[config.mk]
export PLATFORM = sky130hd
export DESIGN_NAME = bus_fabric
export DESIGN_NICKNAME = d
export VERILOG_FILES = /design/src/rtl/bus_fabric.sv
export SDC_FILE = /design/constraint.sdc
export NUM_CORES = 1
export LEC_CHECK = 0
export BUFFER_PORTS_ARGS = -buffer_cell sky130_fd_sc_hd__buf_2
export CORE_UTILIZATION = 42
export CTS_BUF_LIST = sky130_fd_sc_hd__clkbuf_4 sky130_fd_sc_hd__clkbuf_8
export DETAILED_ROUTE_END_ITERATION = 10
export PLACE_DENSITY = 0.91
export SLEW_MARGIN = 20
export SYNTH_ARGS = -nofsm -noshare
export SYNTH_HDL_FRONTEND = slang
export SYNTH_SLANG_ARGS = --single-unit
[constraint.sdc]
create_clock -name clk25 -period 6.5 [get_ports clk25]
set_clock_uncertainty 0.2 [all_clocks]
set_input_delay 0.975 -clock clk25 [delete_from_list [all_inputs] [get_ports clk25]]
set_output_delay 0.975 -clock clk25 [all_outputs]
set_load 0.02 [all_outputs]
[src/rtl/bus_fabric.sv]
// bus_fabric: 6502 address decoder, read-data multiplexer and wait-state
// stall generator for the Apple-1 top level.
//
// Optional feature macro: BUS_FAULT_EN. When defined, a fault counter,
// first-fault address latch, 4-byte status window at STAT_BASE and the
// fault output are built. When undefined, STAT_BASE decodes as unmapped
// and fault is tied low.
//
// Ports:
//   clk25      in   25 MHz master clock
//   rst_n      in   asynchronous active-low reset
//   cpu_clken  in   CPU clock-enable strobe
//   cpu_ab     in   CPU address [15:0]
//   cpu_we     in   CPU write
//   cpu_dbo    in   CPU write data [7:0] (no register here stores its value)
//   cpu_dbi    out  read data to the CPU [7:0], combinational
//   cpu_ready  out  low stalls the CPU
//   slv_cs     out  one-hot chip selects [NSLV-1:0]
//   slv_we     out  level write strobes [NSLV-1:0]
//   slv_en     out  access-completion strobes [NSLV-1:0]
//   slv_dout   in   packed slave read data [8*NSLV-1:0]
//   fault      out  fault count is nonzero
`timescale 1ns/1ps
module bus_fabric #(
  parameter int                 NSLV      = 6,
  parameter logic [16*NSLV-1:0] SLV_BASE  = {16'hFF00, 16'hE000, 16'hD012, 16'hD010, 16'hC000, 16'h0000},
  parameter logic [16*NSLV-1:0] SLV_MASK  = {16'hFF00, 16'hF000, 16'hFFFE, 16'hFFFE, 16'hFFFC, 16'hE000},
  parameter logic [4*NSLV-1:0]  SLV_WAIT  = {4'd0, 4'd1, 4'd0, 4'd0, 4'd0, 4'd0},
  parameter logic [7:0]         FILL      = 8'hFF,
  parameter logic [15:0]        STAT_BASE = 16'hC010
) (
  input  logic              clk25,
  input  logic              rst_n,
  input  logic              cpu_clken,
  input  logic [15:0]       cpu_ab,
  input  logic              cpu_we,
  input  logic [7:0]        cpu_dbo,
  output logic [7:0]        cpu_dbi,
  output logic              cpu_ready,
  output logic [NSLV-1:0]   slv_cs,
  output logic [NSLV-1:0]   slv_we,
  output logic [NSLV-1:0]   slv_en,
  input  logic [8*NSLV-1:0] slv_dout,
  output logic              fault
);

  typedef enum logic {ST_IDLE = 1'b0, ST_WAIT = 1'b1} state_e;

  logic [NSLV-1:0] hitv_s;
  logic [NSLV-1:0] cs_s;
  logic            stat_hit_s;
  logic [3:0]      k_s;
  logic [7:0]      slv_rd_s;
  logic [7:0]      stat_rd_s;
  logic            ready_s;
  logic            idle_eval_s;

  state_e          state_q, state_d;
  logic [3:0]      cnt_q, cnt_d;
  logic [NSLV-1:0] wsel_q, wsel_d;

  // The write data is only ever a trigger for the clear, never stored.
  logic unused_s;
  assign unused_s = ^{cpu_dbo, STAT_BASE};

  // Raw per-slave base/mask window match.
  always_comb begin
    hitv_s = '0;
    for (int i = 0; i < NSLV; i++) begin
      hitv_s[i] = ((cpu_ab & SLV_MASK[16*i +: 16]) == SLV_BASE[16*i +: 16]);
    end
  end

`ifdef BUS_FAULT_EN
  assign stat_hit_s = (cpu_ab[15:2] == STAT_BASE[15:2]);
`else
  assign stat_hit_s = 1'b0;
`endif

  // Isolate the lowest set hit bit; the status window suppresses every slave.
  assign cs_s = stat_hit_s ? '0 : (hitv_s & ~(hitv_s - NSLV'(1)));

  // Wait count and read data of the selected slave (cs_s is one-hot or zero).
  always_comb begin
    k_s      = 4'd0;
    slv_rd_s = 8'h00;
    for (int i = 0; i < NSLV; i++) begin
      k_s      = k_s | ({4{cs_s[i]}} & SLV_WAIT[4*i +: 4]);
      slv_rd_s = slv_rd_s | ({8{cs_s[i]}} & slv_dout[8*i +: 8]);
    end
  end

  // A WAIT whose selection has changed is abandoned and evaluated as IDLE
  // in the same cycle, so a strobe to the new address is not lost.
  assign idle_eval_s = (state_q == ST_IDLE) || (cs_s != wsel_q);

  // Wait-state next-state logic and stall output.
  always_comb begin
    state_d = state_q;
    cnt_d   = cnt_q;
    wsel_d  = wsel_q;
    ready_s = 1'b1;
    if (idle_eval_s) begin
      ready_s = (k_s == 4'd0);
      if (cpu_clken && (k_s != 4'd0)) begin
        state_d = ST_WAIT;
        cnt_d   = k_s - 4'd1;
        wsel_d  = cs_s;
      end else begin
        state_d = ST_IDLE;
        cnt_d   = 4'd0;
        wsel_d  = '0;
      end
    end else begin
      ready_s = (cnt_q == 4'd0);
      if (cpu_clken && (cnt_q != 4'd0)) begin
        cnt_d = cnt_q - 4'd1;
      end else if (cpu_clken) begin
        state_d = ST_IDLE;
        wsel_d  = '0;
      end else begin
        state_d = state_q;
      end
    end
  end

  // Wait-state register, counter and the selection captured on WAIT entry.
  always_ff @(posedge clk25 or negedge rst_n) begin
    if (!rst_n) begin
      state_q <= ST_IDLE;
      cnt_q   <= 4'd0;
      wsel_q  <= '0;
    end else begin
      state_q <= state_d;
      cnt_q   <= cnt_d;
      wsel_q  <= wsel_d;
    end
  end

  assign cpu_ready = ready_s;
  assign slv_cs    = cs_s;
  assign slv_we    = cs_s & {NSLV{cpu_we & ready_s}};
  assign slv_en    = cs_s & {NSLV{cpu_clken & ready_s}};

`ifdef BUS_FAULT_EN
  logic [7:0]  fcnt_q, fcnt_d;
  logic [15:0] faddr_q, faddr_d;
  logic        done_s;
  logic        flt_s;
  logic        clr_s;

  assign done_s = cpu_clken & ready_s;
  assign flt_s  = done_s & ~stat_hit_s & ~(|hitv_s);
  assign clr_s  = done_s & cpu_we & stat_hit_s & (cpu_ab[1:0] == 2'd0);

  // Fault counter and sticky first-fault address; a fault beats a clear.
  always_comb begin
    fcnt_d  = fcnt_q;
    faddr_d = faddr_q;
    if (flt_s) begin
      if (clr_s || (fcnt_q == 8'd0)) begin
        fcnt_d  = 8'd1;
        faddr_d = cpu_ab;
      end else begin
        fcnt_d  = (fcnt_q == 8'hFF) ? fcnt_q : (fcnt_q + 8'd1);
        faddr_d = faddr_q;
      end
    end else if (clr_s) begin
      fcnt_d  = 8'd0;
      faddr_d = 16'h0000;
    end else begin
      fcnt_d  = fcnt_q;
    end
  end

  // Fault status registers.
  always_ff @(posedge clk25 or negedge rst_n) begin
    if (!rst_n) begin
      fcnt_q  <= 8'd0;
      faddr_q <= 16'h0000;
    end else begin
      fcnt_q  <= fcnt_d;
      faddr_q <= faddr_d;
    end
  end

  // Status window read decode.
  always_comb begin
    stat_rd_s = 8'h00;
    case (cpu_ab[1:0])
      2'd0:    stat_rd_s = fcnt_q;
      2'd1:    stat_rd_s = faddr_q[7:0];
      2'd2:    stat_rd_s = faddr_q[15:8];
      default: stat_rd_s = 8'h00;
    endcase
  end

  assign fault = (fcnt_q != 8'd0);
`else
  assign stat_rd_s = 8'h00;
  assign fault     = 1'b0;
`endif

  // Read-data multiplexer: status window, then selected slave, then fill.
  always_comb begin
    cpu_dbi = FILL;
    if (stat_hit_s) begin
      cpu_dbi = stat_rd_s;
    end else if (|cs_s) begin
      cpu_dbi = slv_rd_s;
    end else begin
      cpu_dbi = FILL;
    end
  end

endmodule

# [After elaboration in Yosys (flattened, before gate mapping)]
# Cells that the tools add are included.
[op_classes] n_bitwise=18 n_eq_ne=7 muxes=13 addsub=3 reduce_logical=11
[ops] op="8-bit AND" count=6
[ops] op="8-bit OR" count=5
[ops] op="15-bit == test, second input constant" count=2
[ops] op="6-bit 2-to-1 mux" count=4
[ops] op="6-bit AND" count=3
[ops] op="16-bit logical NOT" count=1
[ops] op="14-bit == test, second input constant" count=1
[ops] op="4-bit 2-to-1 mux" count=3
[ops] op="8-bit == test, second input constant" count=1
[ops] op="4-bit logical NOT" count=2
[ops] op="8-bit 2-to-1 mux" count=1
[ops] op="6-bit inequality test" count=1
[ops] op="6-bit inverter" count=1
[ops] op="6-bit OR reduction" count=1
[ops] op="6-bit by 1-bit subtractor with 6-bit output, second input constant" count=1
[ops] op="1-bit 2-to-1 mux" count=5
[ops] op="4-bit == test, second input constant" count=1
[ops] op="2-bit nonzero test" count=2
[ops] op="4-bit nonzero test" count=1
[ops] op="4-bit by 1-bit subtractor with 4-bit output, second input constant" count=1
[ops] op="1-bit AND" count=2
[ops] op="1-bit logical AND" count=2
[ops] op="2-bit inequality test, second input constant" count=1
[ops] op="2-bit AND reduction" count=1
[ops] op="other kinds (3)" count=3
[word_totals] output_inout_bits=28 ff_bits=11

# [Longest topological paths before layout]
[depth] ltp_word=11 depth_mapped=8 mapped_depth_nobuf=7

# [Least setup slack after synthesis]
# No wires, ideal clock.
[synth_timing] path_type="input -> output" from="in cpu_ab[6]" to="out slv_we[4]" t_required_ns=5.325 setup_slack_ns=2.363 arrival_ns=2.962 cell_stages=6 cell_sequence="or4_4 nor4b_4 xnor2_1 and4b_4 nand3_4 nor3_1"
[synth_via] elab_chain_cells=9 elab_cells_between_ends=12 classes_between="add/sub (1); eq/ne (4); mux (1); bitwise (4); reduce/logical (2)"
[synth_rtl] element="from (decl)" line_no="35" rtl="input logic [15:0] cpu_ab,"
[synth_rtl] element="15-bit == test or 14-bit == test (tied branches)" line_no="70" rtl="hitv_s[i] = ((cpu_ab & SLV_MASK[16*i +: 16]) == SLV_BASE[16*i +: 16]);"
[synth_rtl] element="6-bit by 1-bit subtractor with 6-bit output" line_no="81" rtl="assign cs_s = stat_hit_s ? '0 : (hitv_s & ~(hitv_s - NSLV'(1)));"
[synth_rtl] element="6-bit inverter" line_no="81"
[synth_rtl] element="6-bit AND (*)" line_no="81"
[synth_rtl] element="6-bit inequality test" line_no="95" rtl="assign idle_eval_s = (state_q == ST_IDLE) || (cs_s != wsel_q);"
[synth_rtl] element="1-bit logical OR" line_no="95"
[synth_rtl] element="1-bit 2-to-1 mux" line_no="103" rtl="if (idle_eval_s) begin"
[synth_rtl] element="1-bit AND" line_no="142" rtl="assign slv_we = cs_s & {NSLV{cpu_we & ready_s}};"
[synth_rtl] element="6-bit AND (*)" line_no="142"
[synth_rtl] element="to (decl)" line_no="41" rtl="output logic [NSLV-1:0] slv_we,"
# Every way passes the cells marked *; elsewhere a longest branch is shown, timed or not.

# [Worst setup path in the final report]
# Same ends and word-level chain as after synthesis.

==> metrics.yaml <==
vdd_drop_max_mv: 0.09659
post-route-util_pct: 64.33
antenna_left: 0
min_period_ns: 4.697
slew_headroom_pct: 48.06
worst_ep_required_time_ns: 5.32
slowest_delay_ns: 0.74
avgSynthCellArea_sq_um: 8.315
maxCapViolCount: 0
track_usage_pct: 23.66
period_share_pct: 72.27
start_util_pct: 45.66
gp_congestion: 0.7585
vias: 1490
crit_family: "simple AND/OR/NAND/NOR gates"
yosys_most_used_dff: "dfrtp_1"
synth_seq_cells: 11
antennaDiodeCount: 0
core_sq_um: 2567
cts_post_setup_buffers_inserted: 0
drive_above_1_share_pct: 50.87
grt_pass1_vias: 1167
min_path_type: "flop to flop"
rows: 18
tightest_slew_ns: 0.7732
cp-start-kind: "input pin"
critical-path-top-cell-by-count: "buf_2"
die_h_um: 54.84
cts.sinks: 11
ys_seq_area_share_pct: 23.48
rsz0062_at_grt: "no"
async_flop_share_pct: 100.0
finalWirelength_um: 3798
leakage_nw: 0.7981
cp_max_fo: 13
finalMaxSlewViolations: 0
final-setup-viol-count: 0
antenna_found_initial: 0
synth_edf_count: 0
worstSetupPathType: "input pin to output pin"
ys_types: 43
place_hpwl_um: 2964
clkTransAtPathRegs_ns: 0.07
port_buffers: 93
clk_latency_ns: 0.27
cts_resized: 0
cp-end-kind: "output pin"
area_growth_pct: 40.87
root_buffer: "clkbuf_4"
die_w_um: 54.84
final-hold-violation-count: 0
cp_data_arrival_time_ns: 3.52
syn-cell-area_sq_um: 1172
cts_buffers: 3
setup-tns-final_ns: 0
ys_warn_count: 0
wl_per_cell_um: 14.61
critical_path.cell_chain: "buf_2 -> or4_4 -> nor4_4 -> xnor2_1 -> and4b_4 -> nand3_4 -> nor3_1 -> buf_2"
cellPowerDensity_nw_per_um2: 108.3
avgViaCountPerCell: 5.731
io_pins: 104
cp_num_buf_inv: 2
cts_buffer_depth: 2
fp.dieArea_sq_um: 3007
netlist_instances: 141
cts_tree: "done"
crit_slowest_cell: "nor4_4"
grt_max_degree: 14
grt_pass1_wl_um: 5030
cts-htree-levels: 1
status: "completed"
drc: 0
fin_nets: 308
cts_hold_buf: 0
first_iter_violations: 69
drtPass1Iterations: 4
syn_nets: 218
overflow: 0
fmax_ghz: 0.2129
## cell type report
type / instances / area (sq um)
clock buffers: 3 / 22.52
clock inverters: 1 / 5.005
fillers: 224 / 915.9
inverters: 6 / 22.52
multi-input cells: 116 / 823.3
flip-flops and latches: 11 / 275.3
well taps: 30 / 37.54
repair buffers: 93 / 465.4
## cells in the mapped netlist, types with 2 or more instances
cell / n / area [sq um]
and2_1: 2 / 12.51
dfrtp_1: 11 / 275.3
nor3_1: 2 / 10.01
nand2_1: 25 / 93.84
a22oi_1: 8 / 60.06
a211oi_1: 3 / 22.52
a21oi_1: 2 / 10.01
xnor2_1: 5 / 43.79
or4_4: 2 / 22.52
nand3_1: 3 / 15.01
inv_2: 2 / 7.510
nand4_1: 10 / 62.56
a222oi_1: 8 / 80.08
nor2_1: 10 / 37.54
and3_1: 5 / 31.28
clkbuf_1: 5 / 18.77
inv_1: 4 / 15.01
nor4_4: 2 / 42.54
a21oi_2: 8 / 70.07
## flip-flops by register name, indices dropped and copies added (netlist names)
register	flops
wsel_q	6
state_q	1
cnt_q	4
## power breakdown
part | leakage, nW | internal, W | switching [W]
Clock | 0.0177 | 0.0000228 | 0.0000246
Combinational | 0.627 | 0.0000267 | 0.0000355
Sequential | 0.153 | 0.0000691 | 0.000000254
## metrics by stage
stage / area, sq um / power, W / cells / setup WS [ns] / hold WS [ns]
after CTS: 1652 / 0.0001803 / 260 / 1.798 / 0.3424
after detailed placement: 1624 / 0.0001325 / 256 / 1.825 / 0.3216
after global routing: 1652 / 0.0001897 / 260 / 1.670 / 0.3690
after global placement: 1624 / 0.0001315 / 256 / 1.856 / 0.3153
after floorplan: 1172 / 0.0001043 / 141 / 2.363 / 0.2981
final: 1652 / 0.0001789 / 260 / 1.803 / 0.3432
## cell families (layout without fill, tap and decap cells)
kind of cell	count (synthesis)	after routing	synth area share [%]
xor gates and xnor gates	5	5	3.735
DFF	11	11	23.48
and+or+nand+nor	73	73	39.27
AOI/OAI and AO/OA	36	36	25.83
other	1	1	0.3199
adders and majority gates	1	1	1.067
buffers and inverters	14	103	6.297
## worst paths after layout
| path | endpoint | from | cells past startpoint | slack, ns |
|---|---|---|---|---|
| worst max-delay path | slv_we[4] | cpu_ab[6] | 8 | 1.80 |
| worst min-delay path | wsel_q[2] | wsel_q[2] | 1 | 0.34 |
| worst max register to register | state_q | wsel_q[5] | 5 | 4.64 |
| worst min register to register | wsel_q[2] | wsel_q[2] | 1 | 0.34 |
| max in group asynchronous | wsel_q[0] | rst_n | 1 | 5.54 |
| min in group asynchronous | cnt_q[1] | rst_n | 1 | 0.36 |
## worst register-to-register path: cells and delay by family (launching register included)
| family | cells | cell delay (ns) |
|---|---|---|
| AO/OA/AOI/OAI | 3 | 0.64 |
| flip-flops | 1 | 0.41 |
| AND/OR/NAND/NOR | 2 | 0.49 |
## routing by layer
metal  vias to the layer above  routed length, um  part of all wire (%)  global-route usage (%)
met5                         -                  0                     0                       0
met4                         0                 29                  0.76                   6.410
met3                         4                329                   8.7                   2.500
met2                        81               1819                    48                   36.95
met1                       681               1619                    43                   34.06
li1                        724                  -                     -                       -
## layout by cell type (no fill, tap or decap), types with 3 or more instances in the layout
master and instances:
clkbuf_4 3, inv_1 4, and3_1 5, a222oi_1 8, xnor2_1 5, dfrtp_1 11
a211oi_1 3, nand2_1 25, a21oi_2 8, buf_2 93, nor2_1 10, nand3_1 3
nand4_1 10, a22oi_1 8
(Power assumes the default switching activity.)
